File: src/rtl/mmio_pkg.sv
// +--------------------------------------------------------------------------+
// | mmio_pkg : shared types and constants for the MMIO console transmitter   |
// | Revision : 1.0                                                           |
// +--------------------------------------------------------------------------+
`default_nettype none

package mmio_pkg;

  typedef enum logic [1:0] {
    IDLE  = 2'd0,
    START = 2'd1,
    DATA  = 2'd2,
    STOP  = 2'd3
  } tx_state_e;

  localparam int STAT_EMPTY = 0;
  localparam int STAT_FULL  = 1;
  localparam int STAT_BUSY  = 2;
  localparam int STAT_HALT  = 3;
  localparam int STAT_OVF   = 4;

  // Default console/halt addresses; SoC integration overrides them from the common defs.
  localparam logic [31:0] DEF_CONSOLE_ADDR = 32'h1000_0000;
  localparam logic [31:0] DEF_HALT_ADDR    = 32'h1000_0010;

endpackage

`default_nettype wire

File: src/rtl/sync_fifo.sv
// +--------------------------------------------------------------------------+
// | sync_fifo : single-clock FIFO, show-ahead read, push accepted when full  |
// |             only if a pop happens on the same edge                       |
// | Revision  : 1.0                                                          |
// +--------------------------------------------------------------------------+
`default_nettype none

module sync_fifo #(
  parameter int WIDTH = 8,
  parameter int DEPTH = 16
) (
  input  logic                     clk,
  input  logic                     reset,
  input  logic                     push,
  input  logic                     pop,
  input  logic [WIDTH-1:0]         wdata,
  output logic [WIDTH-1:0]         rdata,
  output logic                     full,
  output logic                     empty,
  output logic [$clog2(DEPTH):0]   count
);

  localparam int AW = $clog2(DEPTH);

  logic [AW-1:0]    wr_ptr_q, wr_ptr_d;
  logic [AW-1:0]    rd_ptr_q, rd_ptr_d;
  logic [AW:0]      count_q, count_d;
  logic [WIDTH-1:0] mem_q [DEPTH];
  logic             w_do_push, w_do_pop;

  assign full  = (count_q == (AW+1)'(DEPTH));
  assign empty = (count_q == '0);
  assign count = count_q;
  assign rdata = mem_q[rd_ptr_q];

  always_comb begin
    w_do_pop  = pop && !empty;
    w_do_push = push && (!full || w_do_pop);
    wr_ptr_d  = w_do_push ? wr_ptr_q + AW'(1) : wr_ptr_q;
    rd_ptr_d  = w_do_pop  ? rd_ptr_q + AW'(1) : rd_ptr_q;
    count_d   = count_q;
    case ({w_do_push, w_do_pop})
      2'b10:   count_d = count_q + (AW+1)'(1);
      2'b01:   count_d = count_q - (AW+1)'(1);
      default: count_d = count_q;
    endcase
  end

  always_ff @(posedge clk or negedge reset) begin
    if (!reset) begin
      wr_ptr_q <= '0;
      rd_ptr_q <= '0;
      count_q  <= '0;
    end else begin
      wr_ptr_q <= wr_ptr_d;
      rd_ptr_q <= rd_ptr_d;
      count_q  <= count_d;
    end
  end

  // Storage needs no reset: contents are only visible through the pointers.
  always_ff @(posedge clk) begin
    if (w_do_push) mem_q[wr_ptr_q] <= wdata;
  end

endmodule

`default_nettype wire

File: src/rtl/mmio_console_tx.sv
// +--------------------------------------------------------------------------+
// | mmio_console_tx : console/halt MMIO responder, FIFO-buffered 8N1 UART TX |
// | Revision        : 1.0                                                    |
// +--------------------------------------------------------------------------+
`default_nettype none

module mmio_console_tx
  import mmio_pkg::*;
#(
  parameter logic [31:0] CONSOLE_ADDR = DEF_CONSOLE_ADDR,
  parameter logic [31:0] HALT_ADDR    = DEF_HALT_ADDR,
  parameter logic [31:0] STATUS_ADDR  = CONSOLE_ADDR + 32'd4,
  parameter int          FIFO_DEPTH   = 16,
  parameter int          CLKS_PER_BIT = 16
) (
  input  logic        clk,
  input  logic        reset,
  input  logic        memwrite,
  input  logic [31:0] dataadr,
  input  logic [31:0] writedata,
  output logic        mmio_hit,
  output logic [31:0] mmio_rdata,
  output logic        uart_tx,
  output logic        halt_req
);

  localparam int BW = $clog2(CLKS_PER_BIT);
  localparam int CW = $clog2(FIFO_DEPTH) + 1;

  tx_state_e   state_q, state_d;
  logic [BW-1:0] baud_q, baud_d;
  logic [2:0]  bit_q, bit_d;
  logic [7:0]  shift_q, shift_d;
  logic        tx_q, tx_d;
  logic        ovf_q, ovf_d;
  logic        halt_pend_q, halt_pend_d;
  logic        halt_req_q, halt_req_d;

  logic        w_con_hit, w_halt_hit, w_stat_hit;
  logic        w_push, w_pop, w_baud_end;
  logic        fifo_full, fifo_empty;
  logic [7:0]  fifo_rdata;
  logic [CW-1:0] fifo_count;
  logic [31:0] w_status;
  logic        w_unused;

  assign w_unused   = ^writedata[31:8];
  assign w_con_hit  = (dataadr == CONSOLE_ADDR);
  assign w_halt_hit = (dataadr == HALT_ADDR);
  assign w_stat_hit = (dataadr == STATUS_ADDR);
  assign mmio_hit   = w_con_hit || w_halt_hit || w_stat_hit;
  assign w_push     = memwrite && w_con_hit;
  assign w_pop      = (state_q == IDLE) && !fifo_empty;
  assign w_baud_end = (baud_q == BW'(CLKS_PER_BIT - 1));

  sync_fifo #(
    .WIDTH (8),
    .DEPTH (FIFO_DEPTH)
  ) u_fifo (
    .clk   (clk),
    .reset (reset),
    .push  (w_push),
    .pop   (w_pop),
    .wdata (writedata[7:0]),
    .rdata (fifo_rdata),
    .full  (fifo_full),
    .empty (fifo_empty),
    .count (fifo_count)
  );

  always_comb begin
    w_status             = '0;
    w_status[STAT_EMPTY] = fifo_empty;
    w_status[STAT_FULL]  = fifo_full;
    w_status[STAT_BUSY]  = (state_q != IDLE);
    w_status[STAT_HALT]  = halt_pend_q;
    w_status[STAT_OVF]   = ovf_q;
    mmio_rdata           = w_stat_hit ? w_status : 32'h0;
  end

  // A full FIFO still accepts if the transmitter drains one entry on the same edge.
  always_comb begin
    ovf_d = ovf_q;
    if (memwrite && w_stat_hit && writedata[STAT_OVF]) ovf_d = 1'b0;
    if (w_push && (fifo_count == CW'(FIFO_DEPTH)) && !w_pop) ovf_d = 1'b1;
    halt_pend_d = halt_pend_q || (memwrite && w_halt_hit);
    halt_req_d  = halt_req_q || (halt_pend_q && fifo_empty && (state_q == IDLE));
  end

  always_comb begin
    state_d = state_q;
    baud_d  = baud_q;
    bit_d   = bit_q;
    shift_d = shift_q;
    case (state_q)
      IDLE: begin
        if (w_pop) begin
          shift_d = fifo_rdata;
          baud_d  = '0;
          state_d = START;
        end
      end
      START: begin
        if (w_baud_end) begin
          baud_d  = '0;
          bit_d   = 3'd0;
          state_d = DATA;
        end else baud_d = baud_q + BW'(1);
      end
      DATA: begin
        if (w_baud_end) begin
          baud_d  = '0;
          shift_d = {1'b0, shift_q[7:1]};
          if (bit_q == 3'd7) state_d = STOP;
          else               bit_d   = bit_q + 3'd1;
        end else baud_d = baud_q + BW'(1);
      end
      STOP: begin
        if (w_baud_end) begin
          baud_d  = '0;
          state_d = IDLE;
        end else baud_d = baud_q + BW'(1);
      end
      default: state_d = IDLE;
    endcase
  end

  // The line is registered, so it trails the FSM state by one clock.
  always_comb begin
    tx_d = 1'b1;
    case (state_q)
      START:   tx_d = 1'b0;
      DATA:    tx_d = shift_q[0];
      default: tx_d = 1'b1;
    endcase
  end

  always_ff @(posedge clk or negedge reset) begin
    if (!reset) begin
      state_q     <= IDLE;
      baud_q      <= '0;
      bit_q       <= 3'd0;
      shift_q     <= 8'h00;
      tx_q        <= 1'b1;
      ovf_q       <= 1'b0;
      halt_pend_q <= 1'b0;
      halt_req_q  <= 1'b0;
    end else begin
      state_q     <= state_d;
      baud_q      <= baud_d;
      bit_q       <= bit_d;
      shift_q     <= shift_d;
      tx_q        <= tx_d;
      ovf_q       <= ovf_d;
      halt_pend_q <= halt_pend_d;
      halt_req_q  <= halt_req_d;
    end
  end

  assign uart_tx  = tx_q;
  assign halt_req = halt_req_q;

endmodule

`default_nettype wire
File: config.mk
export PLATFORM = sky130hd
export DESIGN_NAME = mmio_console_tx
export DESIGN_NICKNAME = d
export VERILOG_FILES = /design/src/rtl/mmio_pkg.sv /design/src/rtl/sync_fifo.sv /design/src/rtl/mmio_console_tx.sv
export SDC_FILE = /design/constraint.sdc
export NUM_CORES = 1
export LEC_CHECK = 0
export CORE_MARGIN = 1.5
export CORE_UTILIZATION = 30
export CTS_CLUSTER_DIAMETER = 40
export DETAILED_ROUTE_END_ITERATION = 8
export GPL_TIMING_DRIVEN = 0
export SKIP_LAST_GASP = 1
export SLEW_MARGIN = 20
export SYNTH_ARGS = -nofsm -noshare
export SYNTH_HDL_FRONTEND = slang
export SYNTH_SLANG_ARGS = --single-unit
File: constraint.sdc
create_clock -name clk -period 7.6 [get_ports clk]
set_clock_uncertainty 0.15 [all_clocks]
set_input_delay 1.14 -clock clk [delete_from_list [all_inputs] [get_ports clk]]
set_output_delay 1.14 -clock clk [all_outputs]
set_load 0.02 [all_outputs]
Yosys cells after proc, flatten, opt, wreduce, memory -nomap -nowiden
Memory sizes are Yosys's and may differ from the RTL's. Cells that the tools add are included.

Reduce and logical (&&, ||, !) cells: 30. Equality and inequality tests: 17. Multiplexer cells: 23. Add/sub/neg operators: 6.

Operators with widths (number): 32-bit by 29-bit equality test with 1-bit output (second input constant) (3); 8-bit two-way mux (2); 8-bit one-hot mux with 2 select lines (1); 4-bit by 1-bit adder with 4-bit output (second input constant) (3); 1-bit logical AND (11); 2-bit two-way mux (5); 2-bit != test (second input constant) (5); 5-bit one-hot mux with 2 select lines (1); 2-bit nonzero test (5); 3-bit two-way mux (3); 4-bit two-way mux (2); 2-bit one-hot mux with 4 select lines (1); 4-bit one-hot mux with 2 select lines (1); 2-bit equality test (second input constant) (3); 3-bit one-hot mux with 2 select lines (1); 5-bit by 1-bit adder with 5-bit output (second input constant) (1); 5-bit equality test (second input constant) (1); 5-bit zero test (1); 1-bit logical OR (5); 5-bit two-way mux (1); 5-bit AND reduction (1); 5-bit by 1-bit subtractor with 5-bit output (second input constant) (1); 2-bit by 1-bit equality test with 1-bit output (second input constant) (2); 4-bit equality test (second input constant) (1); 10 further kinds (15).

Memory bits (writable): 128. Register bits: 34. Output and inout bits: 35. Memories kept: 1. Word-level logic and storage cells: 88.

Memories: u_fifo.mem_q (words 16, width 8, rd ports 1, clocked after Yosys merged registers in 0, write ports 1, line sync_fifo.sv:28) `logic [WIDTH-1:0] mem_q [DEPTH];`.

Longest topological paths before layout
Word-level depth: 8. Mapped depth: 12. Mapped depth without buffers: 12.

By module
From an unflattened synthesis, not the netlist that was laid out.

Cell total of the unflattened synthesis: 485. Area total of the unflattened synthesis: 7312.0 um^2.

By module, submodules not included: sync_fifo (area each 5811.8 um^2, cells each 327, times used 1, seq. area each 4169.0 um^2); mmio_console_tx (area each 1500.2 um^2, cells each 158, times used 1, seq. area each 526.8 um^2).

Worst setup path before layout
No wires, ideal clock.

Path kind: input-to-output. Start: input port dataadr[1]. End: output port mmio_rdata[1]. Path buffers: 0. Data required time: 6.310 ns. Path slack: 3.913 ns. Cell stages on the path: 5. Arrival time: 2.397 ns. Cell sequence: nor4_1 nand4_1 nor3_4 nand2_1 nor2_1.

Longest elaborated chain between the ends: 2.

RTL lines: start: declaration (line mmio_console_tx.sv:19) `input logic [31:0] dataadr,`; 32-bit by 29-bit equality test with 1-bit output (line mmio_console_tx.sv:50) `assign w_stat_hit = (dataadr == STATUS_ADDR);`; 5-bit two-way mux (line mmio_console_tx.sv:78) `mmio_rdata = w_stat_hit ? w_status : 32'h0;`; end: declaration (line mmio_console_tx.sv:22) `output logic [31:0] mmio_rdata,`.

Every way passes these cells.

Worst setup path in the final report
Start: input port dataadr[29]. End: output port mmio_rdata[3].

Same word-level chain as after synthesis.

==> summary.txt <==
switching power: 0.3933 mW
CTS HTree Levels: 4
initial antenna violation count: 0
final max-slew violation count: 0
ranking of synthesized cells by area: edfxtp_1, dfrtp_1, mux4_2
Synth Area in XOR/XNOR: 0.01235
crit share post-route: 0.6275
chip width: 156.8 um
post-layout minimum cycle time: 4769 ps
area used by multi-input combinational logic: 2190 sq um
Pint: 1.514 mW
final WL: 14100 um
setup tns final: 0 ps
worst slew pin tran: 826.6 ps
worst-path fanout max: 8
Bufs on Longest Clock Path: 2
Sink Count: 162
Reg2Reg Depth: 7
via count: 3986
Post CTS Setup Buffer Count: 0
PortBufs: 50
Crit. End Element: output port
synthesized-area fraction occupied by adder cells: 0.03104
first-pass GRT wire length: 23000 um
syn_area_per_cell: 15.87 sq um
sequential-to-total area share from yosys stat: 0.6619
FFs w/ async S/R, synth: 0.2099
Final Hold Fails: 0
crit path DAT: 3480 ps
Max Cap Viol: 0
commonest cells after routing, fill and taps aside: edfxtp_1, clkdlybuf4s50_1, mux4_2, dfrtp_1, buf_4
clock root buffer master: clkbuf_16
Logic pwr share: 0.033
placed cells: 847
#FFs+latches synth: 162
Unique masters post-synth: 47
LEAKAGE: 3.186 nW
clock group share of total power: 0.466
Layout Cells excl Fill: 879
Starting Density: 0.3041
hold_buf cts: 0
Worst Hold Path Cells: 1
DIE HEIGHT: 156.8 um
Clk Latency, worst-skew pair: 430 ps
P per Cell Area: 217.2 nW/um^2
Num CTS Buffers: 17
post-synthesis simple-gate area fraction: 0.07266
wire per inst: 16.04 um
area of the die: 24580 sq um
GRT Resource Usage Total: 0.1253
Hold Path Class: reg -> reg
post-cts resize count: 0
commonest non-fill, non-tap cell in the layout: edfxtp_1
vias per cell: 4.535
diode count: 0
Yosys warnings: 0
# IOs: 102
layout cell share with drive strength beyond 1: 0.2179
Worst VDD drop: 152.0 uV
outcome: complete, no violations
Worst EP required: 6310 ps
Final Power: 1.908 mW
Register Area: 4696 sq um
post-synth top area cell: edfxtp_1
CORE AREA: 23330 sq um
main combinational cell family by area after synthesis: multiplexers
EDFF count, synth: 128
Filler cells: 2188
endpoints failing setup: 0
RD Place Congestion: 0.7194
Post-DP HPWL: 10180 um
Startpoint Class: input pin
Overflow after GRT: 0
drt pass-1 iters: 4
post-synthesis compound-gate area fraction: 0.06120
predominant post-synthesis flop cell: edfxtp_1
Final #Nets: 631
mapped cell area: 7094 sq um
Fmax achieved: 0.2097 GHz
num rows: 56
DRC viols: 0
number of global-route vias before repair: 4173
CTS tree: done
number of routed nets with antenna violations: 0
Area growth, synth to finish: 23.79%
top cell type's share of synthesized area: 0.5418
Mapped Cells: 447
Flop pwr share: 0.502
pin count of the biggest net entering global routing: 19
Slew headroom: 0.4469
unrepaired setup endpoints after global routing: false
clk slew on worst S/H paths: 60 ps
Switching Share: 0.2062
post-synthesis mux area share: 0.1136
Setup Crit Path Kind: in -> out
DRT iter0 DRCs: 278
## per-layer routing
layer,global-route usage,wire length (um),up-vias
li1,-,-,1860
met1,0.1575,6057,2019
met2,0.2073,7230,93
met3,0.02908,620,14
met4,0.05306,194,0
met5,0,0,-
## cell type report
type	count	share of cell area
well taps	319	0.04545
multi-input cells	252	0.2493
clock buffers	17	0.04844
repair buffers	55	0.06183
inverters	14	0.005984
clock inverters	15	0.02251
plain buffers	45	0.03177
flip-flops and latches	162	0.5347
## power groups by stage
| stage | Clock, mW | Sequential (mW) | Combinational [mW] |
|---|---|---|---|
| after floorplan | 0 | 0.976 | 0.0244 |
| after global placement | 0 | 0.976 | 0.0585 |
| after detailed placement | 0 | 0.976 | 0.0622 |
| after CTS | 0.904 | 0.957 | 0.0623 |
| after global routing | 0.942 | 0.957 | 0.0683 |
| final | 0.888 | 0.957 | 0.0621 |
## worst paths after layout
check | startpoint | to | slack, ps
max | dataadr[29] | mmio_rdata[3] | 2830
min | halt_req | halt_req | 310
max reg2reg | state_q[0] | u_fifo.mem_q[10][0] | 4880
min reg2reg | halt_req | halt_req | 310
max in group asynchronous | reset | u_fifo.rd_ptr_q[1] | 6340
min in group asynchronous | reset | baud_q[2] | 520
## cell usage after synthesis, types with 11 or more instances
cell type	number
a21oi_1	26
dfrtp_1	33
inv_1	14
mux4_2	33
nand2_1	20
a22oi_1	14
and2_1	11
ha_1	16
edfxtp_1	128
nor2_1	25
clkbuf_1	11
buf_4	28
## cells by family (layout without fill, tap and decap cells)
family                   Yosys count  after routing
multiplexers                      38             38
adder cells (fa/ha/maj)           17             17
flip-flops                       162            162
buffers and inverters             59            146
AND/OR/NAND/NOR                   94             94
XOR/XNOR                          10             10
AO/OA/AOI/OAI                     66             66
other                              1             27
## stage by stage
step                instance area [sq um]  hold slack, ps  setup slack [ps]    util
floorplan                            7192           299.8              3913       -
global placement                     8092           301.0              2828  0.3468
detailed placement                   8159           306.0              2844  0.3497
CTS                                  8782           321.2              2820  0.3764
global route                         8782           337.4              2666  0.3764
finish                               8782           311.9              2831  0.3764
## critical path, cell delays in order
cell and delay (ps):
clkdlybuf4s50_1 430, nor4b_2 270, nand4_1 200, nor3_4 460
nand2_1 190, nor2_1 120, clkdlybuf4s50_1 650
## flip-flops by register name, indices dropped and copies added (netlist names)
name / cells
u_fifo.mem_q: 128
shift_q: 8
u_fifo.count: 5
baud_q: 4
u_fifo.rd_ptr_q: 4
u_fifo.wr_ptr_q: 4
bit_q: 3
state_q: 2
halt_pend_q: 1
halt_req: 1
ovf_q: 1
uart_tx: 1
No activity file was read; power rests on OpenSTA's default activity.
